===== config.mk =====
export PLATFORM = sky130hd
export DESIGN_NAME = ef_smsdac_dsm
export DESIGN_NICKNAME = d
export VERILOG_FILES = /design/src/rtl/ef_smsdac_dsm.sv
export SDC_FILE = /design/constraint.sdc
export NUM_CORES = 1
export LEC_CHECK = 0
export ABC_AREA = 1
export CAP_MARGIN = 20
export CORE_AREA = 2 2 89 91
export DETAILED_ROUTE_END_ITERATION = 10
export DIE_AREA = 0 0 91 93
export HOLD_SLACK_MARGIN = 0.03
export PLACE_DENSITY = 0.73
export SLEW_MARGIN = 25
export SYNTH_ARGS = -nofsm -noshare
export SYNTH_HDL_FRONTEND = slang
export SYNTH_SLANG_ARGS = --single-unit
export TNS_END_PERCENT = 20

===== constraint.sdc =====
create_clock -name clk -period 2.4 [get_ports clk]
set_input_delay 0.48 -clock clk [delete_from_list [all_inputs] [get_ports clk]]
set_output_delay 0.48 -clock clk [all_outputs]
set_load 0.01 [all_outputs]

===== src/rtl/ef_smsdac_dsm.sv =====
// ef_smsdac_dsm: input sample-and-hold, second-order error-feedback delta-sigma
// requantizer to a 9-bit half-LSB code, and the random-bit LFSR that feeds the
// segmented mismatch-shaping encoder.
module ef_smsdac_dsm #(
    parameter int          OSR  = 16,
    parameter logic [15:0] SEED = 16'hACE1
) (
    input  logic        clk,
    input  logic        rst,
    input  logic        en,
    input  logic [15:0] din,
    input  logic        din_valid,
    output logic        din_ready,
    input  logic        clr_flags,
    output logic        x7,
    output logic [6:0]  x,
    output logic        x_c,
    output logic [6:0]  r,
    output logic        ovf,
    output logic        underrun
);

    localparam int            CW      = (OSR > 1) ? $clog2(OSR) : 1;
    localparam logic [CW-1:0] CNT_MAX = CW'(OSR - 1);

    logic [CW-1:0]       cnt_q, cnt_d;
    logic [15:0]         hold_q, hold_d;
    logic [6:0]          e1_q, e1_d;
    logic [6:0]          e2_q, e2_d;
    logic [8:0]          q9_q, q9_d;
    logic [15:0]         lfsr_q, lfsr_d;
    logic                ovf_q, ovf_d;
    logic                und_q, und_d;

    logic [15:0]         v;
    logic signed [17:0]  w;
    logic signed [17:0]  qf;
    logic                sat_lo, sat_hi, sat;
    logic [8:0]          q;

    // Modulator datapath: offset-binary sample plus shaped error, then quantize.
    always_comb begin
        v      = {~hold_q[15], hold_q[14:0]};
        w      = $signed({2'b00, v}) + $signed({10'b0, e1_q, 1'b0})
                 - $signed({11'b0, e2_q});
        qf     = w >>> 7;
        // w never exceeds 2^17, so qf[17] alone flags a negative quotient.
        sat_lo = qf[17];
        sat_hi = ~qf[17] & (|qf[16:9]);
        sat    = sat_lo | sat_hi;
        if (sat_lo) begin
            q = 9'd0;
        end else if (sat_hi) begin
            q = 9'd511;
        end else begin
            q = qf[8:0];
        end
    end

    assign din_ready = en & (cnt_q == '0);

    // Next-state for counter, hold register, error feedback, LFSR and flags.
    always_comb begin
        cnt_d  = cnt_q;
        hold_d = hold_q;
        e1_d   = e1_q;
        e2_d   = e2_q;
        q9_d   = q9_q;
        lfsr_d = lfsr_q;
        ovf_d  = ovf_q;
        und_d  = und_q;
        if (en) begin
            cnt_d  = (cnt_q == CNT_MAX) ? '0 : cnt_q + 1'b1;
            q9_d   = q;
            lfsr_d = {lfsr_q[14:0], lfsr_q[15] ^ lfsr_q[13] ^ lfsr_q[12] ^ lfsr_q[10]};
            if (clr_flags) begin
                ovf_d = 1'b0;
                und_d = 1'b0;
            end
            if (sat) begin
                e1_d  = 7'd0;
                e2_d  = 7'd0;
                ovf_d = 1'b1;
            end else begin
                // Unsaturated residue w - q*128 is just the low 7 bits of w.
                e1_d = w[6:0];
                e2_d = e1_q;
            end
            if (din_ready) begin
                if (din_valid) begin
                    hold_d = din;
                end else begin
                    und_d = 1'b1;
                end
            end
        end
    end

    // State registers with asynchronous reset to midscale / seed.
    always_ff @(posedge clk or posedge rst) begin
        if (rst) begin
            cnt_q  <= '0;
            hold_q <= 16'd0;
            e1_q   <= 7'd0;
            e2_q   <= 7'd0;
            q9_q   <= 9'd256;
            lfsr_q <= SEED;
            ovf_q  <= 1'b0;
            und_q  <= 1'b0;
        end else begin
            cnt_q  <= cnt_d;
            hold_q <= hold_d;
            e1_q   <= e1_d;
            e2_q   <= e2_d;
            q9_q   <= q9_d;
            lfsr_q <= lfsr_d;
            ovf_q  <= ovf_d;
            und_q  <= und_d;
        end
    end

    assign x7       = q9_q[8];
    assign x        = q9_q[7:1];
    assign x_c      = q9_q[0];
    assign r        = lfsr_q[6:0];
    assign ovf      = ovf_q;
    assign underrun = und_q;

endmodule


# Yosys cells after proc, flatten, opt, wreduce, memory -nomap -nowiden
# Cells that the tools add are included.
# totals
romBits	0
mem_bits_rw	0
mem_count	0
regBits	61
out_inout_bits	19
input_bits	21
word_cells	35
latch_bits	0
# op_classes
div	0
n_lt_le_gt_ge	0
mul	0
add_sub_neg	3
n_reduce_logical	5
muxes	10
shift	0
n_bitwise	8
eq_ne	1
# op_table
operator	count
2-to-1 mux 9 bit	2
subtractor 17 x 7 -> 18 bit	1
adder 16 x 8 -> 17 bit	1
2-to-1 mux 7 bit	2
2-to-1 mux 1 bit	5
adder 4 x 1 -> 4 bit, second input constant	1
equality test 4 bit, second input constant	1
logical NOT 4 bit	1
2-to-1 mux 4 bit	1
AND reduction 3 bit	1
XOR 1 bit	3
bitwise AND 1 bit	2
inverter 1 bit	2
AND reduction 2 bit	1
nonzero test 2 bit	1
OR reduction 2 bit	1
bitwise OR 1 bit	1

# Logic depth before layout (Yosys ltp)
# Gate-level depths: netlist of run 1.
# depth
ltp_word	8
depth_mapped	16
ltp_nobuf	16

# Worst setup path before layout of run 1
# Ideal clock, no wire load.
# synth_path
kind	register to register
startpoint	register hold_q[1]
endpoint	register e1_q[2]
path_buffers	1
t_required_ns	2.326
slack_ns	-0.037
path_stages_with_launch	13
setup_ns	0.074
arrival_ns	2.364
path_cell_list	dfrtp_1 fa_1 ha_1 inv_1 fa_1 nor2_1 o21ai_1 nand2_2 nand2_1 a21oi_4 nand2_2 buf_6 o21ai_2
# synth_between
elab_chain_len	6
# synth_rtl
element	line	text
start, declared	27	logic [15:0] hold_q, hold_d;
start signal, assigned	112	hold_q <= hold_d;
adder 16 x 8 -> 17 bit *	44	w = $signed({2'b00, v}) + $signed({10'b0, e1_q, 1'b0})
subtractor 17 x 7 -> 18 bit *	45	- $signed({11'b0, e2_q});
OR reduction 2 bit / inverter 1 bit (equally long branches)	49	sat_hi = ~qf[17] & (|qf[16:9]);
bitwise AND 1 bit	49	
bitwise OR 1 bit	50	sat = sat_lo | sat_hi;
2-to-1 mux 7 bit *	80	if (sat) begin
end signal, assigned	104	e1_q <= 7'd0;
end signal, assigned	113	e1_q <= e1_d;
end, declared	28	logic [6:0] e1_q, e1_d;
# Mark *: on every way between the ends. The rest lies on a longest branch, timed or not.
# A chain may end at the register's enable or synchronous reset.

# Worst setup path in the final report of run 1
# layout_path
startpoint	register hold_q[1]
endpoint	register q9_q[0]
# layout_between
elab_chain_len	6
# layout_rtl
element	line	text
adder 16 x 8 -> 17 bit *	44	
subtractor 17 x 7 -> 18 bit *	45	
OR reduction 2 bit / inverter 1 bit (equally long branches)	49	
bitwise AND 1 bit	49	
2-to-1 mux 9 bit	53	end else if (sat_hi) begin
2-to-1 mux 9 bit *	51	if (sat_lo) begin
end signal, assigned	115	q9_q <= q9_d;
end, declared	30	logic [8:0] q9_q, q9_d;
# Marks and branches as above.

==> impl_metrics.py, run 1 <==
metrics = {
    "worst_setup_path": {
        "critPathKind": "flop to flop",
        "timing.critical_path.arrival_ns": 2.79,
        "critical_path.reg2reg.endpoint": "q9_q[0]",
        "path_max_fanout": 3,
        "reg2regPathDepth": 13,
        "end_kind": "flop",
        "critical_path.startpoint_type": "flop",
        "ff2ff_setup_slack_ns": -0.15,
        "reg2reg_from": "hold_q[1]",
        "critical_path_required_ns": 2.64,
    },
    "floorplanning": {
        "starting_density_pct": 49.1,
        "rows": 32,
        "core_um2": 7530,
        "die-area_um2": 8460,
        "die_width_um": 91,
        "ioPinCount": 40,
        "die_h_um": 93,
    },
    "detailed_routing": {
        "first_pass_iters": 4,
        "detail-route-antenna-nets": 0,
        "vias": 3133,
        "dr.first_iter.drc_count": 104,
        "detail_route.wirelength_um": 7970,
        "avgViaCountPerCell": 4.82,
        "post_drt_wl_per_cell_um": 12.3,
        "drc_errors": 0,
    },
    "worst_hold_path": {
        "timing.hold.worst.class": "flop to flop",
        "worstHoldStart": "lfsr_q[7]",
        "worst_hold_path_cells": 2,
        "worst_hold_path.endpoint": "lfsr_q[7]",
    },
    "sta": {
        "post-route-period-util_pct": 106,
        "slew_headroom_pct": 65.5,
        "timing.clock.skew_ns": 0.00798,
        "hold_violations": 0,
        "setup_repair_after_global_routing_missed_its_margin": "yes",
        "setup-violations-final": 24,
        "final.setup.tns_ns": -2.05,
        "fin_ws_ns": -0.150,
        "finalCriticalPeriod_ns": 2.55,
        "tightest_slew_ns": 0.517,
        "final_max_tran_viols": 0,
        "achievable_freq_mhz": 392,
    },
    "logic_synthesis": {
        "post-synth-top-count-cell": "sky130_fd_sc_hd__nand2_1",
        "yosys_warnings": 0,
        "synth_edf_count": 0,
        "fraction_of_synthesis_flops_using_an_asynchronous_set_or_reset_pin_pct": 100,
        "syn-instance-count": 475,
        "post_synth_most_frequent_cells": "sky130_fd_sc_hd__nand2_1 (179), sky130_fd_sc_hd__inv_1 (69), sky130_fd_sc_hd__dfrtp_1 (52)",
        "syn-mean-instance-area_um2": 7.79,
        "synth-seq-area-share_pct": 41.6,
        "synth.lib_cells_used.distinct": 32,
        "area_share_of_the_leading_cell_type_in_the_synthesized_netlist_pct": 35.2,
        "mappedNetlistArea_um2": 3700,
        "yosys.area.top_type": "sky130_fd_sc_hd__dfrtp_1",
        "syn_nets": 524,
        "most_used_dff_post_synth": "sky130_fd_sc_hd__dfrtp_1",
        "post_synth_main_area_contributors": "sky130_fd_sc_hd__dfrtp_1 (35%), sky130_fd_sc_hd__nand2_1 (18%), sky130_fd_sc_hd__ha_1 (7.1%)",
        "synth_seq_cells": 61,
    },
    "global_route": {
        "globalRouteTotalUtil_pct": 20.2,
        "antenna_violations_before_repair": 0,
        "gr-total-overflow": 0,
        "first_global_vias": 3084,
        "grt_start_max_net_pins": 42,
        "grt_first_pass_wirelength_um": 13700,
    },
    "placement": {
        "portBuffers": 39,
        "gpl_wtd_cong": 0.888,
        "dp.final_hpwl_um": 5540,
    },
    "finish": {
        "final_net_count": 592,
        "postLayoutCoreUtil_pct": 63.1,
        "area_delta_synth_final_pct": 28.5,
        "drive_above_1_share_pct": 20.3,
        "number_of_antenna_diodes": 0,
    },
    "cts": {
        "tritoncts": "built",
        "clock_transition_time_at_the_flip_flop_clock_pins_of_the_worst_setup_and_hold_paths_ns": 0.07,
        "cts.hold.buffers_added": 0,
        "htree_levels": 3,
        "cts_buffer_depth": 2,
        "number_of_clock_sinks": 61,
        "cts_made_buffers": 9,
        "worstSkewPairLatency_ns": 0.35,
        "cts_root_buffer": "sky130_fd_sc_hd__clkbuf_8",
    },
    "run": {
        "drv.max_cap_violation_count": 0,
    },
    "run_status": {
        "status": "finished with violations",
        "failed_checks": "setup timing",
    },
}
critical path, stage by stage, from the launching register on:
cell,delay [ns]
sky130_fd_sc_hd__dfrtp_1,0.41
sky130_fd_sc_hd__fa_1,0.56
sky130_fd_sc_hd__ha_2,0.19
sky130_fd_sc_hd__inv_2,0.04
sky130_fd_sc_hd__fa_2,0.36
sky130_fd_sc_hd__nor2_4,0.11
sky130_fd_sc_hd__buf_6,0.10
sky130_fd_sc_hd__nor2_4,0.03
sky130_fd_sc_hd__o21bai_4,0.18
sky130_fd_sc_hd__buf_4,0.14
sky130_fd_sc_hd__xnor2_1,0.12
sky130_fd_sc_hd__nand2_1,0.07
sky130_fd_sc_hd__nand2_1,0.07
sky130_fd_sc_hd__nand2_1,0.05
sequential cells by signal, summed over array words and instances, names as in the netlist:
signal / flops
e2_q: 7
lfsr_q: 16
q9_q: 9
ovf: 1
hold_q: 16
cnt_q: 4
e1_q: 7
underrun: 1
timing repair:
action | CTS | global route
cloned | 2 | 1
endpoints found under the setup margin | 24 | 24
buffers inserted | 3 | 3
pin swaps | 9 | 14
resized for setup | 15 | 16
cell usage in the layout (no fill, tap or decap), drive strengths merged:
master	count
o21bai	2
fa	7
dfrtp	52
xor2	3
buf	35
bufinv	2
clkinv	1
a21oi	26
inv	73
o21ai	19
nand4	1
nor3	3
dfstp	9
xnor2	8
clkinvlp	2
clkbuf	11
nand3b	4
mux2	1
ha	21
clkdlybuf4s50	39
nor2	28
nand2	188
o31ai	1
nand3	12
how the worst max path moves through the flow:
| stage | start | cells after the start | endpoint |
|---|---|---|---|
| finish | hold_q[1] | 13 | q9_q[0] |
| floorplan | hold_q[1] | 12 | e1_q[2] |
| detailed placement | hold_q[1] | 11 | e1_q[4] |
| CTS | e2_q[1] | 13 | e1_q[1] |
| global route | hold_q[1] | 13 | q9_q[0] |
| global placement | hold_q[1] | 11 | e1_q[5] |
area by class of cell:
class	instances	area, um2
fillers	675	2780
multi-input cells	324	1910
flip-flops and latches	61	1540
repair buffers	74	673
inverters	73	274
clock buffers	11	141
well taps	102	128
clock inverters	5	83.8
metal layers:
metal	track usage, %	wire, um
met5	0	0
met4	7.58	86
met3	3.63	270
met2	35.7	4100
met1	24.7	3500
cell families after synthesis:
family	share of synthesized area [%]
buffers and inverters	10.4
adders and majority gates	10.9
muxes	0.304
DFF	41.6
xor gates and xnor gates	2.61
and+or+nand+nor	25.8
AOI/OAI and AO/OA	8.42
per-stage QoR:
| step | instance area (um2) | setup WS [ns] | hold slack [ns] | std cells |
|---|---|---|---|---|
| 3_3_place_gp | 4330 | -0.167 | 0.453 | 625 |
| 2_1_floorplan | 3700 | 0.00516 | 0.442 | 475 |
| 4_1_cts | 4620 | -0.160 | 0.467 | 646 |
| 5_1_grt | 4750 | -0.279 | 0.495 | 650 |
| 6_report | 4750 | -0.150 | 0.465 | 650 |
| 3_5_place_dp | 4330 | -0.283 | 0.456 | 625 |
Power of run 1 is left out: the tool's default activity adds up to more than one toggle a clock period on the data nets, which glitch-free logic cannot reach.
==> inputs of run 2 (changes only) <==
--- a/config.mk
+++ b/config.mk
@@ -7,11 +7,12 @@
 export LEC_CHECK = 0
 export ABC_AREA = 1
 export CAP_MARGIN = 20
-export CORE_AREA = 2 2 89 91
+export CORE_AREA = 2 2 84 86
 export DETAILED_ROUTE_END_ITERATION = 10
-export DIE_AREA = 0 0 91 93
+export DIE_AREA = 0 0 86 88
 export HOLD_SLACK_MARGIN = 0.03
-export PLACE_DENSITY = 0.73
+export PLACE_DENSITY = 0.78
+export RECOVER_POWER = 25
 export SLEW_MARGIN = 25
 export SYNTH_ARGS = -nofsm -noshare
 export SYNTH_HDL_FRONTEND = slang
==> constraint.sdc (replaced) <==
create_clock -name clk -period 2.65 [get_ports clk]
set_input_delay 0.53 -clock clk [delete_from_list [all_inputs] [get_ports clk]]
set_output_delay 0.53 -clock clk [all_outputs]
set_load 0.01 [all_outputs]
==> run 2 against run 1 <==
  * The flow finishes with violations (capacitance limit, slew limit)
  * Cell area down 6.5%
  * Worst hold slack improved by 0.0048 ns
  * Non-clock buffer count decreased by 23
  * Register-to-register slack better by 0.24 ns
  * Setup slack gained 0.24 ns
==> impl_metrics.py, run 2 (synthesis results as in run 1) <==
metrics = {
    "global_route": {
        "gr-total-overflow": 0,
        "grt_first_pass_wirelength_um": 12500,
        "first_global_vias": 2912,
        "globalRouteTotalUtil_pct": 21.2,
        "antenna_violations_before_repair": 0,
        "grt_start_max_net_pins": 42,
    },
    "sta": {
        "post-route-period-util_pct": 96.6,
        "achievable_freq_mhz": 390,
        "final_max_tran_viols": 63,
        "timing.clock.skew_ns": 0.0118,
        "hold_violations": 0,
        "slew_headroom_pct": -11.4,
        "finalCriticalPeriod_ns": 2.56,
        "tightest_slew_ns": 1.67,
        "setup-violations-final": 0,
    },
    "cts": {
        "worstSkewPairLatency_ns": 0.35,
        "cts_root_buffer": "sky130_fd_sc_hd__clkbuf_8",
        "htree_levels": 3,
        "clock_transition_time_at_the_flip_flop_clock_pins_of_the_worst_setup_and_hold_paths_ns": 0.07,
        "tritoncts": "built",
        "cts_made_buffers": 9,
        "cts_buffer_depth": 2,
        "number_of_clock_sinks": 61,
        "cts.hold.buffers_added": 0,
    },
    "detailed_routing": {
        "detail-route-antenna-nets": 0,
        "first_pass_iters": 4,
        "detail_route.wirelength_um": 7230,
        "avgViaCountPerCell": 4.95,
        "drc_errors": 0,
        "dr.first_iter.drc_count": 110,
        "post_drt_wl_per_cell_um": 12.0,
        "vias": 2987,
    },
    "worst_setup_path": {
        "timing.critical_path.arrival_ns": 2.83,
        "path_delay_family": "adder cells",
        "timing.critical_path.cells": "inv_1, fa_1, ha_2, inv_1, fa_2, nor2_4, o21ai_2, nand2_2, nand2_2, a21oi_4, buf_6, nand3_1, o21ai_1",
        "critical_path.startpoint_type": "flop",
        "path_max_fanout": 6,
        "critical_path_required_ns": 2.92,
        "critical_path.max_stage_delay_ns": 0.54,
        "critPathSlowestCell": "sky130_fd_sc_hd__fa_1",
        "critPathKind": "flop to flop",
        "end_kind": "flop",
        "worstPathBufferInverterCount": 3,
    },
    "finish": {
        "fin_area_um2": 4440,
        "most_common_cell_after_layout_fill_and_taps_aside": "sky130_fd_sc_hd__nand2_1",
        "final_net_count": 567,
        "layout.filler_cells": 570,
        "layout.cells.non_filler": 603,
        "regArea_um2": 1540,
        "area_occupied_by_multi_input_gates_um2": 1830,
        "mostFrequentLayoutCells": "sky130_fd_sc_hd__nand2_1 (178), sky130_fd_sc_hd__inv_1 (69), sky130_fd_sc_hd__dfrtp_1 (52), sky130_fd_sc_hd__clkdlybuf4s50_1 (38), sky130_fd_sc_hd__nor2_1 (25)",
        "number_of_antenna_diodes": 0,
        "area_delta_synth_final_pct": 20.1,
        "drive_above_1_share_pct": 14.3,
        "layout_top_registers": "hold_q: 16 flops, lfsr_q: 16 flops, q9_q: 9 flops",
    },
    "run_status": {
        "status": "finished with violations",
        "failed_checks": "capacitance limit, slew limit",
    },
    "placement": {
        "portBuffers": 39,
        "post_dp_cell_area_um2": 4140,
        "dpl.cell_count": 583,
        "gpl_wtd_cong": 0.877,
        "dp.final_hpwl_um": 5280,
    },
    "floorplanning": {
        "rows": 30,
        "die_h_um": 88,
        "die_width_um": 86,
        "starting_density_pct": 55.7,
        "ioPinCount": 40,
        "core_um2": 6640,
        "die-area_um2": 7570,
    },
    "worst_hold_path": {
        "timing.hold.worst.class": "flop to flop",
    },
    "run": {
        "drv.max_cap_violation_count": 2,
    },
}
run 2: path summary, 6_finish.rpt:
check | from | end | slack (ns) | cells past startpoint
max in group asynchronous | rst | hold_q[8] | 0.44 | 3
min | lfsr_q[11] | lfsr_q[11] | 0.47 | 2
max | e2_q[1] | e1_q[1] | 0.09 | 13
max reg2reg | e2_q[1] | e1_q[1] | 0.09 | 13
min reg2reg | lfsr_q[11] | lfsr_q[11] | 0.47 | 2
min in group asynchronous | rst | lfsr_q[2] | 1.21 | 3
run 2: tightest hold or removal path, delay by kind of cell (launching register included):
kind / cells / cell delay, ns
flops: 1 / 0.37
simple gates: 2 / 0.10
run 2: cell type report:
type | instances | share of cell area (%)
multi-input combinational | 322 | 41.3
clock buffer | 9 | 2.79
tap | 80 | 2.25
inverter | 73 | 6.17
sequential | 61 | 34.6
timing repair buffer | 51 | 10.7
clock inverter | 7 | 2.23
run 2: metrics by stage:
step | setup WS (ns) | hold WS, ns | util (%) | TNS [ns]
2_1_floorplan | 0.213 | 0.442 | - | 0
3_3_place_gp | 0.0417 | 0.453 | 62.3 | 0
3_5_place_dp | -0.0724 | 0.459 | 62.3 | -0.139
4_1_cts | 0.00172 | 0.470 | 65.7 | 0
5_1_grt | -0.0506 | 0.490 | 66.9 | -0.209
6_report | 0.0892 | 0.470 | 66.9 | 0
run 2: repair_timing:
action | in CTS | in global routing
resized for setup | 1 | 16
cloned | 0 | 1
setup buffers | 0 | 3
endpoints found under the setup margin | 10 | 23
pin swaps | 0 | 7
run 2: per-layer routing:
metal  routed length, um  track usage, %  share of wire (%)
met1                3250            25.6                 45
met2                3570            36.8                 49
met3                 229            5.56                3.2
met4                 181            7.65                2.5
met5                   0               0                  0
Power of run 2 is left out for the same reason.
==> inputs of run 3 (changes only) <==
--- a/config.mk
+++ b/config.mk
@@ -7,13 +7,13 @@
 export LEC_CHECK = 0
 export ABC_AREA = 1
 export CAP_MARGIN = 20
-export CORE_AREA = 2 2 84 86
+export CORE_AREA = 2 2 83 85
+export CTS_BUF_LIST = sky130_fd_sc_hd__clkbuf_4
 export DETAILED_ROUTE_END_ITERATION = 10
-export DIE_AREA = 0 0 86 88
+export DIE_AREA = 0 0 85 87
 export HOLD_SLACK_MARGIN = 0.03
-export PLACE_DENSITY = 0.78
+export PLACE_DENSITY = 0.79
 export RECOVER_POWER = 25
-export SLEW_MARGIN = 25
 export SYNTH_ARGS = -nofsm -noshare
 export SYNTH_HDL_FRONTEND = slang
 export SYNTH_SLANG_ARGS = --single-unit
==> run 3 against run 2 <==
  * The flow finishes with violations (capacitance limit)
  * Critical path depth is the same
  * Routed wire length rose by 2.6%
  * Sequential cell count is the same
  * Highest routed layer unchanged
  * Via count is 0.40% lower
  * Cell area down 1.4%
  * Sequential share of layout area is 0.47 points higher
  * Clock skew down 0.0019 ns
  * Core utilization decreased by 0.15 points
  * Worst hold slack improved by 0.00071 ns
  * Final cell count fell by 0.17%
==> impl_metrics.py, run 3 (synthesis results as in run 1) <==
metrics = {
    "detailed_routing": {
        "detail_route.wirelength_um": 7410,
        "avgViaCountPerCell": 4.94,
        "post_drt_wl_per_cell_um": 12.3,
        "dr.first_iter.drc_count": 138,
        "detail-route-antenna-nets": 0,
        "first_pass_iters": 4,
        "vias": 2975,
        "drc_errors": 0,
    },
    "finish": {
        "layout.filler_cells": 534,
        "area_occupied_by_multi_input_gates_um2": 1840,
        "layout_top_registers": "hold_q: 16 flops, lfsr_q: 16 flops, q9_q: 9 flops",
        "regArea_um2": 1540,
        "area_delta_synth_final_pct": 18.5,
        "mostFrequentLayoutCells": "sky130_fd_sc_hd__nand2_1 (178), sky130_fd_sc_hd__inv_1 (66), sky130_fd_sc_hd__dfrtp_1 (52), sky130_fd_sc_hd__clkdlybuf4s50_1 (38), sky130_fd_sc_hd__nor2_1 (25)",
        "number_of_antenna_diodes": 0,
        "most_common_cell_after_layout_fill_and_taps_aside": "sky130_fd_sc_hd__nand2_1",
        "drive_above_1_share_pct": 14.9,
        "final_net_count": 566,
    },
    "floorplanning": {
        "die-area_um2": 7400,
        "die_width_um": 85,
        "core_um2": 6570,
        "starting_density_pct": 56.3,
        "rows": 30,
        "die_h_um": 87,
        "ioPinCount": 40,
    },
    "sta": {
        "slew_headroom_pct": 0.286,
        "timing.clock.skew_ns": 0.00987,
        "achievable_freq_mhz": 387,
        "hold_violations": 0,
        "tightest_slew_ns": 1.50,
        "post-route-period-util_pct": 97.4,
        "setup_repair_after_global_routing_missed_its_margin": "yes",
        "finalCriticalPeriod_ns": 2.58,
        "final_max_tran_viols": 0,
        "final.setup.tns_ns": 0,
        "setup-violations-final": 0,
        "fin_ws_ns": 0.0686,
    },
    "worst_setup_path": {
        "critPathSlowestCell": "sky130_fd_sc_hd__fa_1",
        "timing.critical_path.cells": "inv_2, fa_1, ha_2, inv_2, fa_2, nor2_4, o21ai_2, nand2_2, nand2_2, a21oi_4, buf_6, nand3_2, o21ai_1",
        "critical_path.max_stage_delay_ns": 0.55,
        "critical_path_required_ns": 3.00,
        "worstPathBufferInverterCount": 3,
        "end_kind": "flop",
        "timing.critical_path.arrival_ns": 2.93,
        "critical_path.startpoint_type": "flop",
        "path_delay_family": "adder cells",
        "critPathKind": "flop to flop",
        "path_max_fanout": 6,
    },
    "global_route": {
        "first_global_vias": 2954,
        "globalRouteTotalUtil_pct": 21.8,
        "grt_first_pass_wirelength_um": 12800,
        "antenna_violations_before_repair": 0,
        "gr-total-overflow": 0,
        "grt_start_max_net_pins": 62,
    },
    "placement": {
        "portBuffers": 39,
        "dp.final_hpwl_um": 5350,
        "preCtsSetupSlack_ns": -0.0837,
        "gpl_wtd_cong": 0.866,
    },
    "cts": {
        "htree_levels": 3,
        "clock_transition_time_at_the_flip_flop_clock_pins_of_the_worst_setup_and_hold_paths_ns": 0.12,
        "tritoncts": "built",
        "cts_made_buffers": 9,
        "worstSkewPairLatency_ns": 0.42,
        "cts_buffer_depth": 2,
        "cts_root_buffer": "sky130_fd_sc_hd__clkbuf_4",
        "number_of_clock_sinks": 61,
    },
    "run_status": {
        "status": "finished with violations",
        "failed_checks": "capacitance limit",
    },
    "run": {
        "drv.max_cap_violation_count": 1,
    },
    "worst_hold_path": {
        "timing.hold.worst.class": "flop to flop",
    },
}
[run 3: per-layer routing]
layer,vias up,share of wire (%),GRT usage (%)
met5,-,0,0
li1,1520,-,-
met3,13,4.5,6.07
met4,0,1.7,7.22
met1,1390,44,26.7
met2,52,50,37.4
[run 3: metrics by stage]
step / cell area [um2] / std cells / utilization [%] / hold slack, ns
2_1_floorplan: 3700 / 475 / - / 0.442
3_3_place_gp: 4140 / 582 / 63.1 / 0.451
3_5_place_dp: 4140 / 582 / 63.1 / 0.456
4_1_cts: 4320 / 598 / 65.8 / 0.472
5_1_grt: 4380 / 602 / 66.7 / 0.489
6_report: 4380 / 602 / 66.7 / 0.470
[run 3: final timing paths]
path,start,slack [ns],end,depth (start not counted)
max in group asynchronous,rst,0.70,e2_q[5],3
hold / removal,lfsr_q[11],0.47,lfsr_q[11],2
hold reg to reg,lfsr_q[11],0.47,lfsr_q[11],2
setup reg to reg,e2_q[1],0.07,e1_q[1],13
setup / recovery,e2_q[1],0.07,e1_q[1],13
min in group asynchronous,rst,1.05,lfsr_q[2],3
[run 3: worst min-delay path, stage by stage, from the launching register on]
cell                      delay (ns)
sky130_fd_sc_hd__dfstp_2        0.39
sky130_fd_sc_hd__nand2_1        0.05
sky130_fd_sc_hd__nand2_1        0.04
[run 3: area by class of cell]
class / count / share of cell area (%)
Clock inverter: 7 / 2.26
Clock buffer: 9 / 1.54
Timing Repair Buffer: 49 / 10.7
Inverter: 73 / 6.25
Multi-Input combinational cell: 323 / 41.9
Sequential cell: 61 / 35.1
Tap cell: 80 / 2.28
[run 3: what timing repair did]
action,CTS,global route
buffers inserted,0,2
endpoints found under the hold margin,0,0
hold buffers,0,0
pin swaps,0,7
gates cloned,0,2
setup endpoints to repair,13,23
resized for setup,3,17
Power of run 3 is left out for the same reason.
